## src/rtl/dual_port_ram_init_if.sv

```systemverilog
// ---------------------------------------------------------------------------
// dual_port_ram_init_if
//   Bus bundle for the dual-port RAM: one write port, one read port and the
//   initialisation status flag. The master side issues requests; the slave
//   side (the RAM) returns registered read data, its valid strobe and busy.
//
//   Signals:
//     wr_en_i / wr_addr_i / wr_be_i / wr_data_i : write request, lane enables
//     rd_en_i / rd_addr_i                       : read request
//     rd_data_o / rd_valid_o                    : registered read result
//     busy_o                                    : zero-initialisation running
// ---------------------------------------------------------------------------
interface dual_port_ram_init_if #(
    parameter int DATA_WIDTH = 32,
    parameter int LANE_WIDTH = 8,
    parameter int DEPTH      = 16,
    parameter int ADDR_WIDTH = $clog2(DEPTH)
);
    localparam int LANES = DATA_WIDTH / LANE_WIDTH;

    logic                  wr_en_i;
    logic [ADDR_WIDTH-1:0] wr_addr_i;
    logic [LANES-1:0]      wr_be_i;
    logic [DATA_WIDTH-1:0] wr_data_i;
    logic                  rd_en_i;
    logic [ADDR_WIDTH-1:0] rd_addr_i;
    logic [DATA_WIDTH-1:0] rd_data_o;
    logic                  rd_valid_o;
    logic                  busy_o;

    modport master (
        output wr_en_i, wr_addr_i, wr_be_i, wr_data_i, rd_en_i, rd_addr_i,
        input  rd_data_o, rd_valid_o, busy_o
    );

    modport slave (
        input  wr_en_i, wr_addr_i, wr_be_i, wr_data_i, rd_en_i, rd_addr_i,
        output rd_data_o, rd_valid_o, busy_o
    );
endinterface

```

## src/rtl/dual_port_ram_init.sv

```systemverilog
// ---------------------------------------------------------------------------
// dual_port_ram_init
//   Simple dual-port synchronous RAM (one write port, one read port, single
//   clock) with per-lane byte enables, registered read data plus a valid
//   strobe, and a zero-initialisation sequencer that sweeps every word after
//   each reset. While the sweep runs busy_o is high and requests are ignored.
//
//   Ports:
//     clk_i : clock, rising edge
//     rst_i : asynchronous active-high reset (control and read pipeline)
//     bus   : dual_port_ram_init_if.slave (write port, read port, busy_o)
//
//   Options:
//     WRITE_FIRST = 0 : same-address read during write returns the old word
//     WRITE_FIRST = 1 : same-address read during write returns merged word
//     `define DUAL_PORT_RAM_OUT_REG_EN : adds a second output register,
//       read latency 2 instead of 1; throughput unchanged.
// ---------------------------------------------------------------------------
module dual_port_ram_init #(
    parameter int DATA_WIDTH  = 32,
    parameter int LANE_WIDTH  = 8,
    parameter int DEPTH       = 16,
    parameter int ADDR_WIDTH  = $clog2(DEPTH),
    parameter int WRITE_FIRST = 0
) (
    input logic                 clk_i,
    input logic                 rst_i,
    dual_port_ram_init_if.slave bus
);
    localparam int LANES = DATA_WIDTH / LANE_WIDTH;
    // One extra bit so DEPTH itself is representable when DEPTH = 2**ADDR_WIDTH.
    localparam logic [ADDR_WIDTH:0]   DEPTH_EXT = (ADDR_WIDTH + 1)'(DEPTH);
    localparam logic [ADDR_WIDTH-1:0] LAST_ADDR = ADDR_WIDTH'(DEPTH - 1);

    typedef enum logic {
        INIT,
        READY
    } state_t;

    state_t                state;
    logic                  busy;
    logic [ADDR_WIDTH-1:0] init_cnt;
    logic [DATA_WIDTH-1:0] mem [DEPTH];

    logic                  wr_in_range;
    logic                  rd_in_range;
    logic                  wr_ok;
    logic                  rd_ok;
    logic                  collide;
    logic [DATA_WIDTH-1:0] wr_old;
    logic [DATA_WIDTH-1:0] wr_merged;
    logic [DATA_WIDTH-1:0] rd_word;

    logic [DATA_WIDTH-1:0] rd_data_p0;
    logic                  vld_p0;

    // Replace only the lanes whose enable bit is set.
    function automatic logic [DATA_WIDTH-1:0] merge_lanes(
        input logic [DATA_WIDTH-1:0] old_word,
        input logic [DATA_WIDTH-1:0] new_word,
        input logic [LANES-1:0]      be
    );
        logic [DATA_WIDTH-1:0] w;
        w = old_word;
        for (int k = 0; k < LANES; k++) begin
            if (be[k]) begin
                w[k*LANE_WIDTH +: LANE_WIDTH] = new_word[k*LANE_WIDTH +: LANE_WIDTH];
            end
        end
        return w;
    endfunction

    always_comb begin
        wr_in_range = {1'b0, bus.wr_addr_i} < DEPTH_EXT;
        rd_in_range = {1'b0, bus.rd_addr_i} < DEPTH_EXT;
        wr_ok       = (state == READY) && bus.wr_en_i && wr_in_range;
        rd_ok       = (state == READY) && bus.rd_en_i;
        collide     = wr_ok && (bus.wr_addr_i == bus.rd_addr_i);
        wr_old      = wr_in_range ? mem[bus.wr_addr_i] : '0;
        wr_merged   = merge_lanes(wr_old, bus.wr_data_i, bus.wr_be_i);
        rd_word     = '0;
        if (rd_in_range) begin
            rd_word = ((WRITE_FIRST != 0) && collide) ? wr_merged : mem[bus.rd_addr_i];
        end
    end

    // Init sequencer: sweeps addresses 0..DEPTH-1, then enters READY.
    always_ff @(posedge clk_i or posedge rst_i) begin
        if (rst_i) begin
            state    <= INIT;
            init_cnt <= '0;
            busy     <= 1'b1;
        end else begin
            case (state)
                INIT: begin
                    if (init_cnt == LAST_ADDR) begin
                        state <= READY;
                        busy  <= 1'b0;
                    end else begin
                        init_cnt <= init_cnt + 1'b1;
                    end
                end
                READY: begin
                    state <= READY;
                end
                default: begin
                    state <= INIT;
                    busy  <= 1'b1;
                end
            endcase
        end
    end

    // Storage array: not reset, cleared by the sweep instead.
    always_ff @(posedge clk_i) begin
        if (state == INIT) begin
            mem[init_cnt] <= '0;
        end else if (wr_ok) begin
            mem[bus.wr_addr_i] <= wr_merged;
        end
    end

    // ---- stage p0: array read register ----
    always_ff @(posedge clk_i or posedge rst_i) begin
        if (rst_i) begin
            rd_data_p0 <= '0;
            vld_p0     <= 1'b0;
        end else begin
            vld_p0 <= rd_ok;
            if (rd_ok) begin
                rd_data_p0 <= rd_word;
            end
        end
    end

`ifdef DUAL_PORT_RAM_OUT_REG_EN
    logic [DATA_WIDTH-1:0] rd_data_p1;
    logic                  vld_p1;

    // ---- stage p1: optional output register ----
    always_ff @(posedge clk_i or posedge rst_i) begin
        if (rst_i) begin
            rd_data_p1 <= '0;
            vld_p1     <= 1'b0;
        end else begin
            vld_p1 <= vld_p0;
            if (vld_p0) begin
                rd_data_p1 <= rd_data_p0;
            end
        end
    end

    assign bus.rd_data_o  = rd_data_p1;
    assign bus.rd_valid_o = vld_p1;
`else
    assign bus.rd_data_o  = rd_data_p0;
    assign bus.rd_valid_o = vld_p0;
`endif

    assign bus.busy_o = busy;

endmodule
```

## src/flat_wrapper.sv

```systemverilog
// flat-port wrapper written by rule: the top's interface ports become plain ports
module dual_port_ram_init_flat 
#(
    parameter int DATA_WIDTH  = 32,
    parameter int LANE_WIDTH  = 8,
    parameter int DEPTH       = 16,
    parameter int ADDR_WIDTH  = $clog2(DEPTH),
    parameter int WRITE_FIRST = 0
)
  (clk_i, rst_i, bus_wr_en_i, bus_wr_addr_i, bus_wr_be_i, bus_wr_data_i, bus_rd_en_i, bus_rd_addr_i, bus_rd_data_o, bus_rd_valid_o, bus_busy_o);
  dual_port_ram_init_if #(.DATA_WIDTH(DATA_WIDTH), .LANE_WIDTH(LANE_WIDTH), .DEPTH(DEPTH), .ADDR_WIDTH(ADDR_WIDTH)) bus_i ();
  input logic clk_i;
  input logic rst_i;
  input wire logic [$bits(bus_i.wr_en_i)-1:0] bus_wr_en_i;
  input wire logic [$bits(bus_i.wr_addr_i)-1:0] bus_wr_addr_i;
  input wire logic [$bits(bus_i.wr_be_i)-1:0] bus_wr_be_i;
  input wire logic [$bits(bus_i.wr_data_i)-1:0] bus_wr_data_i;
  input wire logic [$bits(bus_i.rd_en_i)-1:0] bus_rd_en_i;
  input wire logic [$bits(bus_i.rd_addr_i)-1:0] bus_rd_addr_i;
  output wire logic [$bits(bus_i.rd_data_o)-1:0] bus_rd_data_o;
  output wire logic [$bits(bus_i.rd_valid_o)-1:0] bus_rd_valid_o;
  output wire logic [$bits(bus_i.busy_o)-1:0] bus_busy_o;
  assign bus_i.wr_en_i = bus_wr_en_i;
  assign bus_i.wr_addr_i = bus_wr_addr_i;
  assign bus_i.wr_be_i = bus_wr_be_i;
  assign bus_i.wr_data_i = bus_wr_data_i;
  assign bus_i.rd_en_i = bus_rd_en_i;
  assign bus_i.rd_addr_i = bus_rd_addr_i;
  assign bus_rd_data_o = bus_i.rd_data_o;
  assign bus_rd_valid_o = bus_i.rd_valid_o;
  assign bus_busy_o = bus_i.busy_o;
  dual_port_ram_init #(.DATA_WIDTH(DATA_WIDTH), .LANE_WIDTH(LANE_WIDTH), .DEPTH(DEPTH), .ADDR_WIDTH(ADDR_WIDTH), .WRITE_FIRST(WRITE_FIRST)) u_core (.clk_i(clk_i), .rst_i(rst_i), .bus(bus_i));
endmodule
```

## config.mk

```make
export PLATFORM = sky130hd
export DESIGN_NAME = dual_port_ram_init_flat
export DESIGN_NICKNAME = d
export VERILOG_FILES = /design/src/rtl/dual_port_ram_init_if.sv /design/src/rtl/dual_port_ram_init.sv /design/src/flat_wrapper.sv
export SDC_FILE = /design/constraint.sdc
export NUM_CORES = 1
export LEC_CHECK = 0
export CORE_AREA = 2 2 203 205
export DETAILED_ROUTE_END_ITERATION = 6
export DIE_AREA = 0 0 205 207
export GPL_ROUTABILITY_DRIVEN = 0
export PLACE_DENSITY = 0.75
export RECOVER_POWER = 100
export SETUP_SLACK_MARGIN = 0.4
export SLEW_MARGIN = 10
export SYNTH_ARGS = -nofsm -noshare
export SYNTH_HDL_FRONTEND = slang
export SYNTH_SLANG_ARGS = --single-unit
```

## constraint.sdc

```tcl
create_clock -name clk_i -period 2.4 [get_ports clk_i]
set_input_delay 0.24 -clock clk_i [delete_from_list [all_inputs] [get_ports clk_i]]
set_output_delay 0.24 -clock clk_i [all_outputs]
set_load 0.03 [all_outputs]
```

Yosys cells after proc, flatten, opt, wreduce, memory -nomap -nowiden --
Memories as Yosys holds them, arrays and structs flattened. A register that Yosys moved wholly into a read port is not among the register bits. Index checks and enable logic that the tools add are counted.
Word-level totals: output and inout bits 34, register bits after elaboration 7, logic and storage cells 35, memory bits (writable) 512, bits of input ports 48, memories kept 1
Operators by class: muxes and demuxes 13, reduce and logical (&&, ||, !) cells 9, bitwise operators 2, add/sub/neg operators 1, equal/unequal tests 5
Memory list:
- u_core.mem | words 16, bits a word 32, read ports 1, clocked after memory_dff 1, write ports 1, RTL line dual_port_ram_init.sv:43 | logic [DATA_WIDTH-1:0] mem [DEPTH];
Operators by type and width (number):
- $mux W32 | 1
- $mux W8 | 4
- $reduce_or A32 Y1 | 1
- $reduce_and A2 Y1 | 6
- $mux W4 | 2
- $mux W1 | 5
- $add A4 B1 Y4 const B | 1
- $eq A4 B4 Y1 const B | 1
- $ne A1 B1 Y1 const B | 4
- $logic_and A1 B1 Y1 | 2
- $not A1 Y1 | 2
- $pmux W1 S2 | 1

Longest topological paths before layout --
Gate-level depths: netlist (run 1).
depth after elaboration 7, depth in mapped cells 7, mapped depth without buffers 4

Worst setup path before layout (run 1) --
No wires, ideal clock.
path kind flip-flop to flip-flop, from register u_core.state, to memory u_core.mem[14][16], enable pin, slack 0.179 ns, clock period less this slack 2.221 ns, path buffers 2, setup time 0.383 ns, cell stages (with the launch flop) 7, arrival 1.838 ns, required time 2.017 ns, path through dfrtp_1 -> buf_4 -> nand2_2 -> nor2_4 -> mux2_4 -> buf_6 -> nor3_1
On the way: longest elaborated chain between the ends 7, elaborated cells between the ends (all ways) 12, those cells by class 6 x mux; 6 x reduce/logical
Ends and longest elaborated chain:
- from (decl) | RTL line dual_port_ram_init.sv:40 | state_t state;
- from (signal assigned) | RTL line dual_port_ram_init.sv:90 | state <= INIT;
- from (signal assigned) | RTL line dual_port_ram_init.sv:97 | state <= READY;
- from (signal assigned) | RTL line dual_port_ram_init.sv:104 | state <= READY;
- $logic_and A1 B1 Y1 | RTL line dual_port_ram_init.sv:76 | wr_ok = (state == READY) && bus.wr_en_i && wr_in_range;
- $mux W1 | RTL line dual_port_ram_init.sv:118 | end else if (wr_ok) begin
- $mux W1 | RTL line dual_port_ram_init.sv:116 | if (state == INIT) begin
- $mux W1 (not written as such) | RTL line dual_port_ram_init.sv:119 | mem[bus.wr_addr_i] <= wr_merged;
- $reduce_and A2 Y1 (no line)
- $reduce_or A32 Y1 (no line)
- $mux W4 (no line)
- to (decl) | RTL line dual_port_ram_init.sv:43
Parallel ways exist; a longest one is shown, timed or not.

Worst setup path in the final report (run 1) --
from register u_core.state, to memory u_core.mem[12][31], enable pin
The elaborated chain is that of the path after synthesis.

==> load_flow_metrics.sql, run 1 <==
INSERT INTO impl_metrics (metric_group, metric, value, unit) VALUES
('power_and_ir_drop', 'pwr_density_cell', '771', 'nW/um^2'),
('run_status', 'result_of_the_run', 'finished, final reports clean', ''),
('placement', 'pre_cts_ws', '-183', 'ps'),
('final_layout', 'post-route-util', '0.638', ''),
('timing', 'final.period_utilization', '0.900', ''),
('final_layout', 'n_fill_cell', '2889', ''),
('timing', 'hold_viol', '0', ''),
('grt', 'grt_first_pass_wirelength', '73800', 'um'),
('clock_tree', 'worstSkewPairLatency', '570', 'ps'),
('timing', 'maximum_clock_frequency', '463', 'MHz'),
('yosys', 'ys_async_sr_fraction', '0.0708', ''),
('yosys', 'syn-cell-area', '22000', 'sq um'),
('yosys', 'netlist-cell-type-count', '34', ''),
('grt', 'grt_usage', '0.234', ''),
('route', 'drt_first_pass_iters', '5', ''),
('clock_tree', 'cts-hold-fix-buffers', '0', ''),
('worst_setup_path', 'path_class', 'flip-flop to flip-flop', ''),
('worst_setup_path', 'cp.required', '2650', 'ps'),
('power_and_ir_drop', 'power.leakage', '9.92', 'nW'),
('grt', 'antenna_violations_before_repair', '0', ''),
('grt', 'first_global_vias', '12400', ''),
('floorplan', 'floorplan.core_area', '40400', 'sq um'),
('final_layout', 'area_growth_syn_to_layout', '17.2', '%'),
('clock_tree', 'clock-root-buffer', 'clkbuf_16', ''),
('route', 'number_of_nets_still_failing_antenna_checks_after_routing', '0', ''),
('timing', 'max-slew-margin-rel', '0.307', ''),
('worst_hold_path', 'min_to', 'u_core.bus.rd_data_o[27]', ''),
('worst_setup_path', 'rrSetupSlack', '240', 'ps'),
('worst_hold_path', 'hold_class', 'input pin to flip-flop', ''),
('clock_tree', 'clock_tree_from_tritoncts', 'done', ''),
('placement', 'port-buffer-count', '81', ''),
('yosys', 'synth-edff-count', '512', ''),
('floorplan', 'io_pins', '82', ''),
('worst_hold_path', 'hold_start', 'bus_rd_addr_i[1]', ''),
('route', 'detail_route.vias_per_cell', '5.91', ''),
('floorplan', 'initial_utilization', '0.544', ''),
('timing', 'grt_setup_unrepaired', 'yes', ''),
('grt', 'grt_max_degree', '65', ''),
('final_layout', 'multi_input_area', '5200', 'sq um'),
('yosys', 'synth-warning-count', '0', ''),
('timing', 'worst_slew_pin_slew', '1040', 'ps'),
('clock_tree', 'clkSlewWorstSetupHoldPaths', '70', 'ps'),
('yosys', 'synth_seq_area_share', '0.744', ''),
('final_layout', 'post_route_cells_drive_above_1_share', '0.134', ''),
('route', 'detail_route.wirelength', '49900', 'um'),
('floorplan', 'std_cell_rows', '74', ''),
('worst_setup_path', 'setup.worst_path.start_class', 'flip-flop', ''),
('worst_setup_path', 'cp-end-kind', 'flip-flop', ''),
('timing', 'totalNegativeSetupSlack', '0', 'ps'),
('yosys', 'synthesis.nets', '1399', ''),
('power_and_ir_drop', 'vdd.ir_drop.worst', '0.000592', 'V'),
('route', 'route.vias.total', '12400', ''),
('clock_tree', 'cts_made_buffers', '52', ''),
('timing', 'final.setup_skew', '13.9', 'ps'),
('grt', 'overflow', '0', ''),
('clock_tree', 'number_of_buffers_between_clock_root_and_the_deepest_sink', '3', ''),
('timing', 'post-route-worst-setup-slack', '239', 'ps'),
('route', 'post_drt_wl_per_cell', '23.8', 'um'),
('placement', 'post-dp-hpwl', '29800', 'um'),
('worst_setup_path', 'timing.rr.start', 'u_core.state', ''),
('route', 'drt_iter0_markers', '974', ''),
('floorplan', 'area_enclosed_by_the_die_boundary', '42400', 'sq um'),
('timing', 'setup_viol_count_final', '0', ''),
('final_layout', 'seq_area', '16400', 'sq um'),
('worst_hold_path', 'holdPathStages', '5', ''),
('worst_setup_path', 'critical_path.startpoint', 'u_core.state', ''),
('worst_setup_path', 'critPathMaxFanout', '8', ''),
('yosys', 'synth.avg_cell_area', '16.3', 'sq um'),
('yosys', 'ys_dominant_reg_cell', 'edfxtp_1', ''),
('worst_setup_path', 'worst_r2r_path_depth', '6', ''),
('timing', 'finalCriticalPeriod', '2160', 'ps'),
('floorplan', 'die_width', '205', 'um'),
('clock_tree', 'cts_htree_levels', '2', ''),
('clock_tree', 'clock_sink_count', '551', ''),
('worst_setup_path', 'arrival', '2410', 'ps'),
('final_layout', 'num-nets-final', '1563', ''),
('floorplan', 'die_height', '207', 'um'),
('timing', 'final_count_of_pins_violating_max_slew', '0', ''),
('yosys', 'postSynthCellCount', '1350', ''),
('yosys', 'synth.ff_latch_count', '551', ''),
('job', 'drv_cap', '0', ''),
('worst_setup_path', 'rr_endpoint', 'u_core.mem[12][31]', ''),
('route', 'post-route-drc-count', '0', '');
routing by layer:
layer | up-vias | share of wire | track usage
li1 | 5543 | - | -
met1 | 6227 | 0.40 | 0.312
met2 | 483 | 0.50 | 0.389
met3 | 100 | 0.071 | 0.0414
met4 | 0 | 0.032 | 0.0831
met5 | - | 0 | 0
per-stage QoR:
step | instances | cell area [sq um] | power [mW] | hold WS [ps]
2_1_floorplan | 1350 | 22200 | 11.7 | 444
5_1_grt | 2088 | 25800 | 20.4 | 341
6_report | 2091 | 25800 | 19.9 | 325
3_5_place_dp | 1982 | 24300 | 12.4 | 448
4_1_cts | 2084 | 26000 | 20.0 | 71.1
3_3_place_gp | 1982 | 24300 | 12.4 | 447
cells in the mapped netlist, types with 2 or more instances:
cell type | number | area [sq um]
mux2i_4 | 5 | 113
nor3_2 | 12 | 120
buf_4 | 4 | 30.0
inv_1 | 4 | 15.0
buf_6 | 5 | 56.3
a22oi_1 | 72 | 541
a21oi_1 | 33 | 165
nor2b_1 | 11 | 68.8
buf_2 | 31 | 155
nand3_1 | 73 | 365
clkbuf_1 | 36 | 135
a31oi_1 | 2 | 12.5
nand2_1 | 117 | 439
nand4_1 | 25 | 156
edfxtp_1 | 512 | 15400
mux2_4 | 2 | 30.0
dfrtp_1 | 38 | 951
buf_1 | 6 | 22.5
nor3_1 | 52 | 260
nor2_1 | 7 | 26.3
and2_1 | 33 | 206
a21boi_1 | 3 | 22.5
mux2i_1 | 256 | 2560
where the power goes:
group | total (mW) | internal, mW | switching [mW]
registers | 10.7 | 10.6 | 0.0504
clock network | 7.71 | 4.36 | 3.34
logic | 1.49 | 0.530 | 0.957
total | 19.9 | 15.5 | 4.35
cell type report:
cell class,count,area share
antenna,3,0.000291
inverter,4,0.000583
clock buffer,71,0.0553
timing repair buffer,192,0.0745
clock inverter,25,0.00675
multi-input combinational,713,0.202
sequential,551,0.635
tap,532,0.0258
worst max-delay path by stage:
stage	slack, ps	cells after the start	end
6_report	240	6	u_core.mem[12][31]
5_1_grt	190	8	u_core.mem[8][18]
4_1_cts	410	6	u_core.mem[6][10]
3_5_place_dp	-180	7	u_core.mem[1][6]
3_3_place_gp	-170	7	u_core.mem[1][7]
2_1_floorplan	180	6	u_core.mem[14][16]
critical path, cell delays in order (launching register included):
cell and delay, ps:
dfrtp_1 380, nand2_2 60, nor2_1 210, buf_12 180, mux2_2 510, nor3_1 240, clkbuf_2 260
what timing repair did:
item | CTS | global route
pin swaps | 0 | 1
resized for setup | 10 | 13
setup endpoints to repair | 450 | 351
setup buffers | 6 | 2
gates cloned | 0 | 2
cells in the final DEF (no fill, tap or decap), types with 24 or more instances in the layout:
cell type / instances
a21oi_1: 33
a22oi_1: 72
and2_1: 25
buf_12: 24
buf_4: 61
clkbuf_16: 54
clkdlybuf4s50_1: 45
dfrtp_1: 38
dlygate4sd3_1: 34
edfxtp_1: 512
mux2i_1: 257
nand2_1: 117
nand3_1: 73
nand4_1: 25
nor3_1: 60
state kept, by name (all words and copies together) (netlist names):
register / count
u_core.init_cnt: 4
u_core.state: 1
u_core.bus.rd_valid_o: 1
u_core.bus.rd_data_o: 32
u_core.mem: 512
u_core.bus.busy_o: 1
cells by family after synthesis:
| family | Yosys count | share of synthesized area |
|---|---|---|
| adder cells (fa/ha/maj) | 1 | 0.000569 |
| AO/OA/AOI/OAI | 111 | 0.0340 |
| buffers and inverters | 87 | 0.0198 |
| XOR/XNOR | 2 | 0.000797 |
| multiplexers | 265 | 0.124 |
| flip-flops | 551 | 0.744 |
| AND/OR/NAND/NOR | 333 | 0.0765 |
Note: power is estimated with default switching activity, not from simulation.
==> run 2, diff against run 1 <==
--- a/config.mk
+++ b/config.mk
@@ -5,11 +5,11 @@
 export SDC_FILE = /design/constraint.sdc
 export NUM_CORES = 1
 export LEC_CHECK = 0
-export CORE_AREA = 2 2 203 205
+export CORE_AREA = 2 2 232 234
 export DETAILED_ROUTE_END_ITERATION = 6
-export DIE_AREA = 0 0 205 207
+export DIE_AREA = 0 0 234 236
 export GPL_ROUTABILITY_DRIVEN = 0
-export PLACE_DENSITY = 0.75
+export PLACE_DENSITY = 0.6
 export RECOVER_POWER = 100
 export SETUP_SLACK_MARGIN = 0.4
 export SLEW_MARGIN = 10
==> run 2 against run 1 <==
Non-clock buffer count grew 25. Worst setup slack gained 20 ps. Largest power group unchanged. Sequential share of layout area shrank 1.4 points. Utilization shrank 14 points. Cell count grew 9.1%.
==> load_flow_metrics.sql, run 2 (synthesized netlist as in run 1, its figures left out) <==
INSERT INTO impl_metrics (metric_group, metric, value, unit) VALUES
('power_and_ir_drop', 'pwr_density_cell', '765', 'nW/um^2'),
('timing', 'max-slew-margin-rel', '0.248', ''),
('worst_setup_path', 'worst_r2r_path_depth', '8', ''),
('floorplan', 'die_width', '234', 'um'),
('timing', 'holdWs', '228', 'ps'),
('route', 'detail_route.vias_per_cell', '5.37', ''),
('clock_tree', 'cts_htree_levels', '2', ''),
('placement', 'port-buffer-count', '81', ''),
('final_layout', 'post-route-util', '0.496', ''),
('timing', 'post-route-worst-setup-slack', '260', 'ps'),
('timing', 'final.period_utilization', '0.892', ''),
('power_and_ir_drop', 'vdd.ir_drop.worst', '0.000497', 'V'),
('final_layout', 'mostFrequentLayoutCells', 'edfxtp_1 (512), mux2i_1 (259), nand2_1 (117), nand3_1 (73), a22oi_1 (72)', ''),
('grt', 'grt_first_pass_wirelength', '79500', 'um'),
('route', 'post_drt_wl_per_cell', '23.5', 'um'),
('final_layout', 'layout_commonest_cell', 'edfxtp_1', ''),
('run_status', 'result_of_the_run', 'finished, final reports clean', ''),
('grt', 'first_global_vias', '12600', ''),
('final_layout', 'top_register', 'u_core.mem', ''),
('clock_tree', 'clock_tree_from_tritoncts', 'done', ''),
('route', 'post-route-drc-count', '0', ''),
('worst_setup_path', 'critical_path.top_delay_family', 'buffers and inverters', ''),
('floorplan', 'initial_utilization', '0.414', ''),
('worst_hold_path', 'hold_start', 'bus_rd_addr_i[1]', ''),
('worst_hold_path', 'hold_class', 'input pin to flip-flop', ''),
('floorplan', 'area_enclosed_by_the_die_boundary', '55200', 'sq um'),
('floorplan', 'die_height', '236', 'um'),
('worst_setup_path', 'critical_path_buf_inv_count', '4', ''),
('placement', 'post-dp-hpwl', '33200', 'um'),
('grt', 'grt_max_degree', '65', ''),
('timing', 'hold_viol', '0', ''),
('worst_setup_path', 'path_common_cell', 'buf_4', ''),
('timing', 'maximum_clock_frequency', '467', 'MHz'),
('worst_setup_path', 'arrival', '2380', 'ps'),
('worst_setup_path', 'critPathMaxFanout', '8', ''),
('worst_hold_path', 'min_to', 'u_core.bus.rd_data_o[16]', ''),
('timing', 'final.setup_skew', '15.0', 'ps'),
('final_layout', 'area_growth_syn_to_layout', '19.9', '%'),
('timing', 'finalCriticalPeriod', '2140', 'ps'),
('final_layout', 'fin_cells', '2282', ''),
('clock_tree', 'clkSlewWorstSetupHoldPaths', '60', 'ps'),
('route', 'detail_route.wirelength', '53700', 'um'),
('grt', 'overflow', '0', ''),
('route', 'number_of_nets_still_failing_antenna_checks_after_routing', '0', ''),
('route', 'drt_iter0_markers', '1058', ''),
('final_layout', 'antenna-diode-count', '0', ''),
('worst_setup_path', 'cp.required', '2640', 'ps'),
('worst_setup_path', 'path_class', 'flip-flop to flip-flop', ''),
('timing', 'grt_setup_unrepaired', 'yes', ''),
('final_layout', 'largest_register_ffs', '512', ''),
('clock_tree', 'cts-hold-fix-buffers', '0', ''),
('clock_tree', 'cts_made_buffers', '54', ''),
('worst_setup_path', 'timing.rr.start', 'u_core.state', ''),
('floorplan', 'io_pins', '82', ''),
('grt', 'grt_usage', '0.195', ''),
('timing', 'setup_viol_count_final', '0', ''),
('worst_setup_path', 'path_cells', 'nand2_1, nor2_4, clkbuf_4, buf_4, mux2i_2, buf_4, nor3_1, clkbuf_1', ''),
('route', 'route.vias.total', '12300', ''),
('worst_setup_path', 'setup.worst_path.start_class', 'flip-flop', ''),
('worst_setup_path', 'cp-end-kind', 'flip-flop', ''),
('placement', 'pre_cts_ws', '-236', 'ps'),
('timing', 'worst_slew_pin_slew', '1130', 'ps'),
('clock_tree', 'number_of_buffers_between_clock_root_and_the_deepest_sink', '3', ''),
('floorplan', 'std_cell_rows', '85', ''),
('final_layout', 'num-nets-final', '1591', ''),
('placement', 'dp.cells', '2170', ''),
('worst_setup_path', 'cp_slowest_cell', 'dfrtp_1', ''),
('worst_setup_path', 'critical_path.startpoint', 'u_core.state', ''),
('clock_tree', 'clock-root-buffer', 'clkbuf_16', ''),
('final_layout', 'post_route_cells_drive_above_1_share', '0.157', ''),
('route', 'drt_first_pass_iters', '5', ''),
('clock_tree', 'clock_sink_count', '551', ''),
('floorplan', 'floorplan.core_area', '53100', 'sq um'),
('worst_hold_path', 'holdPathStages', '5', ''),
('worst_setup_path', 'rr_endpoint', 'u_core.mem[4][20]', ''),
('power_and_ir_drop', 'power.leakage', '10.1', 'nW'),
('job', 'drv_cap', '0', ''),
('worst_setup_path', 'cp_max_stage_delay', '390', 'ps'),
('worst_setup_path', 'rrSetupSlack', '260', 'ps'),
('timing', 'final_count_of_pins_violating_max_slew', '0', ''),
('clock_tree', 'worstSkewPairLatency', '600', 'ps'),
('grt', 'antenna_violations_before_repair', '0', '');
run 2: cell count changes in the layout (fill, tap and decap cells not counted), moves of 4 or more:
cell	before	now
and2_0	5	9
clkbuf_2	22	29
clkinv_1	8	17
clkbuf_1	16	24
nor3_4	0	10
buf_4	61	51
nor3_2	4	16
buf_6	1	12
and2_2	3	9
clkbuf_16	54	58
and2_1	25	15
nor3_1	60	38
run 2: worst min-delay path: stages:
cell and delay (ps):
buf_8 180, mux2i_1 150, nand2_1 60, nand3_1 60
nand3_1 80
run 2: layout make-up:
cell class	instances	area, sq um
Fill cell	4450	26700
Clock inverter	34	193
Sequential cell	551	16400
Clock buffer	66	1460
Timing Repair Buffer	217	2090
Multi-Input combinational cell	714	5360
Tap cell	696	871
Inverter	4	15.0
run 2: worst max-delay path by stage:
stage                               to  slack [ps]  depth (start not counted)
CTS                 u_core.mem[12][22]         390                          8
floorplan           u_core.mem[14][16]         180                          6
global placement      u_core.mem[1][2]        -210                          6
global route         u_core.mem[2][19]         170                          8
detailed placement   u_core.mem[0][20]        -240                          6
finish               u_core.mem[4][20]         260                          8
run 2: per-layer routing:
layer  up-vias  share of wire  global-route usage
li1       5601              -                   -
met1      6294           0.44               0.270
met2       298           0.49               0.319
met3        71          0.049              0.0348
met4         0          0.019              0.0497
met5         -              0                   0
run 2: power by group:
group	internal, mW	switching (mW)
sequential	10.6	0.0527
clock	4.41	3.50
combinational	0.553	0.998
run 2: per-stage QoR:
step / instance area [sq um] / setup TNS (ps) / total power, mW
final: 26300 / 0 / 20.1
after global routing: 26300 / 0 / 20.8
after floorplan: 22200 / 0 / 11.7
after detailed placement: 24700 / -54870 / 12.5
after global placement: 24700 / -34190 / 12.4
after CTS: 26500 / 0 / 20.3
run 2: timing repair:
| action | CTS | global route |
|---|---|---|
| setup endpoints to repair | 664 | 518 |
| pin swaps | 1 | 3 |
| gates cloned | 0 | 3 |
| gates resized for setup | 8 | 51 |
| buffers inserted | 7 | 2 |
==> run 3, diff against run 2 <==
--- a/config.mk
+++ b/config.mk
@@ -9,6 +9,7 @@
 export DETAILED_ROUTE_END_ITERATION = 6
 export DIE_AREA = 0 0 234 236
 export GPL_ROUTABILITY_DRIVEN = 0
+export MAX_ROUTING_LAYER = met4
 export PLACE_DENSITY = 0.6
 export RECOVER_POWER = 100
 export SETUP_SLACK_MARGIN = 0.4
==> constraint.sdc (replaced) <==
create_clock -name clk_i -period 1.95 [get_ports clk_i]
set_input_delay 0.195 -clock clk_i [delete_from_list [all_inputs] [get_ports clk_i]]
set_output_delay 0.195 -clock clk_i [all_outputs]
set_load 0.03 [all_outputs]
==> run 3 against run 2 <==
Sequential power up 22%. Non-clock buffer count grew 37. Worst setup slack worse by 220 ps. Routed wire length grew 4.5%. Power up 27%. Sequential share of layout area down 4.7 points. Cell count is 2.1% higher. Utilization up 4.0 points. Combinational power is 48% higher. Clock power up 29%. Register-to-register slack worse by 220 ps. Largest power group unchanged.
==> load_flow_metrics.sql, run 3 (synthesized netlist as in run 1, its figures left out) <==
INSERT INTO impl_metrics (metric_group, metric, value, unit) VALUES
('route', 'drt_iter0_markers', '1226', ''),
('worst_setup_path', 'cp.required', '2260', 'ps'),
('worst_setup_path', 'path_common_cell', 'buf_12', ''),
('floorplan', 'io_pins', '82', ''),
('timing', 'hold_viol', '0', ''),
('worst_setup_path', 'path_class', 'flip-flop to flip-flop', ''),
('clock_tree', 'clock-root-buffer', 'clkbuf_16', ''),
('power_and_ir_drop', 'pwr_density_cell', '900', 'nW/um^2'),
('clock_tree', 'clkSlewWorstSetupHoldPaths', '60', 'ps'),
('route', 'drt_first_pass_iters', '5', ''),
('floorplan', 'std_cell_rows', '85', ''),
('clock_tree', 'number_of_buffers_between_clock_root_and_the_deepest_sink', '3', ''),
('worst_setup_path', 'cp-end-kind', 'flip-flop', ''),
('final_layout', 'top_register', 'u_core.mem', ''),
('worst_setup_path', 'path_cells', 'nand2_4, nor2_4, buf_6, mux2_4, buf_12, nor3_4, buf_12', ''),
('final_layout', 'num-nets-final', '1637', ''),
('worst_setup_path', 'critical_path_buf_inv_count', '3', ''),
('route', 'route.vias.total', '12600', ''),
('run_status', 'result_of_the_run', 'finished, final reports clean', ''),
('grt', 'overflow', '0', ''),
('clock_tree', 'cts_htree_levels', '2', ''),
('route', 'number_of_nets_still_failing_antenna_checks_after_routing', '0', ''),
('grt', 'first_global_vias', '13000', ''),
('grt', 'antenna_violations_before_repair', '1', ''),
('grt', 'grt_first_pass_wirelength', '83100', 'um'),
('floorplan', 'floorplan.core_area', '53100', 'sq um'),
('clock_tree', 'cts_made_buffers', '54', ''),
('floorplan', 'die_height', '236', 'um'),
('timing', 'max-slew-margin-rel', '0.456', ''),
('route', 'post_drt_wl_per_cell', '24.1', 'um'),
('final_layout', 'post-route-util', '0.537', ''),
('timing', 'holdWs', '235', 'ps'),
('worst_setup_path', 'setup.worst_path.start_class', 'flip-flop', ''),
('worst_hold_path', 'hold_class', 'input pin to flip-flop', ''),
('grt', 'grt_max_degree', '50', ''),
('timing', 'setup_viol_count_final', '0', ''),
('power_and_ir_drop', 'power.total', '25.6', 'mW'),
('placement', 'placement.cell_area', '26200', 'sq um'),
('worst_setup_path', 'cp_max_stage_delay', '410', 'ps'),
('worst_setup_path', 'critPathMaxFanout', '8', ''),
('final_layout', 'n_fill_cell', '4198', ''),
('clock_tree', 'worstSkewPairLatency', '600', 'ps'),
('placement', 'post-dp-hpwl', '34400', 'um'),
('final_layout', 'seq_area', '16400', 'sq um'),
('timing', 'finalCriticalPeriod', '1910', 'ps'),
('timing', 'final_count_of_pins_violating_max_slew', '0', ''),
('power_and_ir_drop', 'power.leakage', '11.2', 'nW'),
('final_layout', 'multi_input_area', '6070', 'sq um'),
('route', 'detail_route.vias_per_cell', '5.41', ''),
('clock_tree', 'clock_sink_count', '551', ''),
('final_layout', 'final_area', '28500', 'sq um'),
('route', 'detail_route.wirelength', '56100', 'um'),
('placement', 'port-buffer-count', '81', ''),
('job', 'drv_cap', '0', ''),
('timing', 'final.setup_skew', '15.7', 'ps'),
('final_layout', 'post_route_cells_drive_above_1_share', '0.244', ''),
('floorplan', 'initial_utilization', '0.414', ''),
('worst_setup_path', 'cp_slowest_cell', 'dfrtp_1', ''),
('floorplan', 'die_width', '234', 'um'),
('timing', 'final.period_utilization', '0.981', ''),
('power_and_ir_drop', 'vdd.ir_drop.worst', '0.000793', 'V'),
('clock_tree', 'clock_tree_from_tritoncts', 'done', ''),
('final_layout', 'area_growth_syn_to_layout', '29.7', '%'),
('final_layout', 'largest_register_ffs', '512', ''),
('route', 'post-route-drc-count', '0', ''),
('worst_setup_path', 'critical_path.top_delay_family', 'buffers and inverters', ''),
('grt', 'grt_usage', '0.212', ''),
('final_layout', 'layout_commonest_cell', 'edfxtp_1', ''),
('timing', 'worst_slew_pin_slew', '816', 'ps'),
('worst_setup_path', 'arrival', '2220', 'ps'),
('timing', 'grt_setup_unrepaired', 'yes', ''),
('timing', 'maximum_clock_frequency', '523', 'MHz'),
('floorplan', 'area_enclosed_by_the_die_boundary', '55200', 'sq um'),
('final_layout', 'mostFrequentLayoutCells', 'edfxtp_1 (512), mux2i_1 (256), nand2_1 (116), buf_12 (89), nand3_1 (73)', '');
[run 3: changes by cell type in the layout (fill, tap and decap cells not counted), sizes merged, moves of 8 or more]
cell and delta:
and2 +11, dlygate4sd3 -32, clkdlybuf4s15 +31, clkbuf -34
clkinv -8, buf +80
[run 3: final timing paths]
check                             startpoint                  endpoint  slack [ps]  cells past startpoint
max                             u_core.state        u_core.mem[15][30]          40                      7
min                         bus_rd_addr_i[1]  u_core.bus.rd_data_o[28]         230                      5
max reg2reg                     u_core.state        u_core.mem[15][30]          40                      7
min reg2reg                u_core.bus.busy_o         u_core.bus.busy_o         470                      2
max in group asynchronous              rst_i  u_core.bus.rd_data_o[10]         560                      4
min in group asynchronous              rst_i  u_core.bus.rd_data_o[18]         850                      4
[run 3: worst reg2reg max path, stage by stage (launching register included)]
cell and delay (ps):
dfrtp_1 410, nand2_4 60, nor2_4 140, buf_6 140
mux2_4 340, buf_12 160, nor3_4 220, buf_12 150
[run 3: power breakdown]
group / total (mW) / internal (mW) / switching (mW)
logic: 2.30 / 0.904 / 1.39
registers: 13.1 / 13.1 / 0.0642
clock network: 10.2 / 5.92 / 4.28
total: 25.6 / 19.9 / 5.74
[run 3: routing by layer]
metal / track usage / part of all wire
met5: - / 0
met2: 0.334 / 0.48
met3: 0.0270 / 0.057
met1: 0.287 / 0.43
met4: 0.0658 / 0.024
[run 3: stage by stage]
step,setup WS (ps),instances,setup TNS (ps)
2_1_floorplan,23.4,1350,0
3_3_place_gp,-518,2207,-361520
3_5_place_dp,-517,2207,-356280
4_1_cts,10.9,2324,0
5_1_grt,-40.1,2329,-1250
6_report,37.1,2329,0
[run 3: timing repair]
action | 4_1_cts | 5_1_grt
buffers inserted | 5 | 3
cloned | 11 | 1
hold buffers | 1 | 0
hold endpoints to repair | 38 | 0
resized for setup | 127 | 53
pin swaps | 30 | 27
setup endpoints to repair | 1064 | 1056
[run 3: layout make-up]
type                            count  share of cell area
Sequential cell                   551               0.574
Multi-Input combinational cell    723               0.213
Timing Repair Buffer              254               0.120
Clock buffer                       74              0.0543
Tap cell                          696              0.0306
Clock inverter                     26             0.00703
Inverter                            4            0.000527
Antenna cell                        1           0.0000878
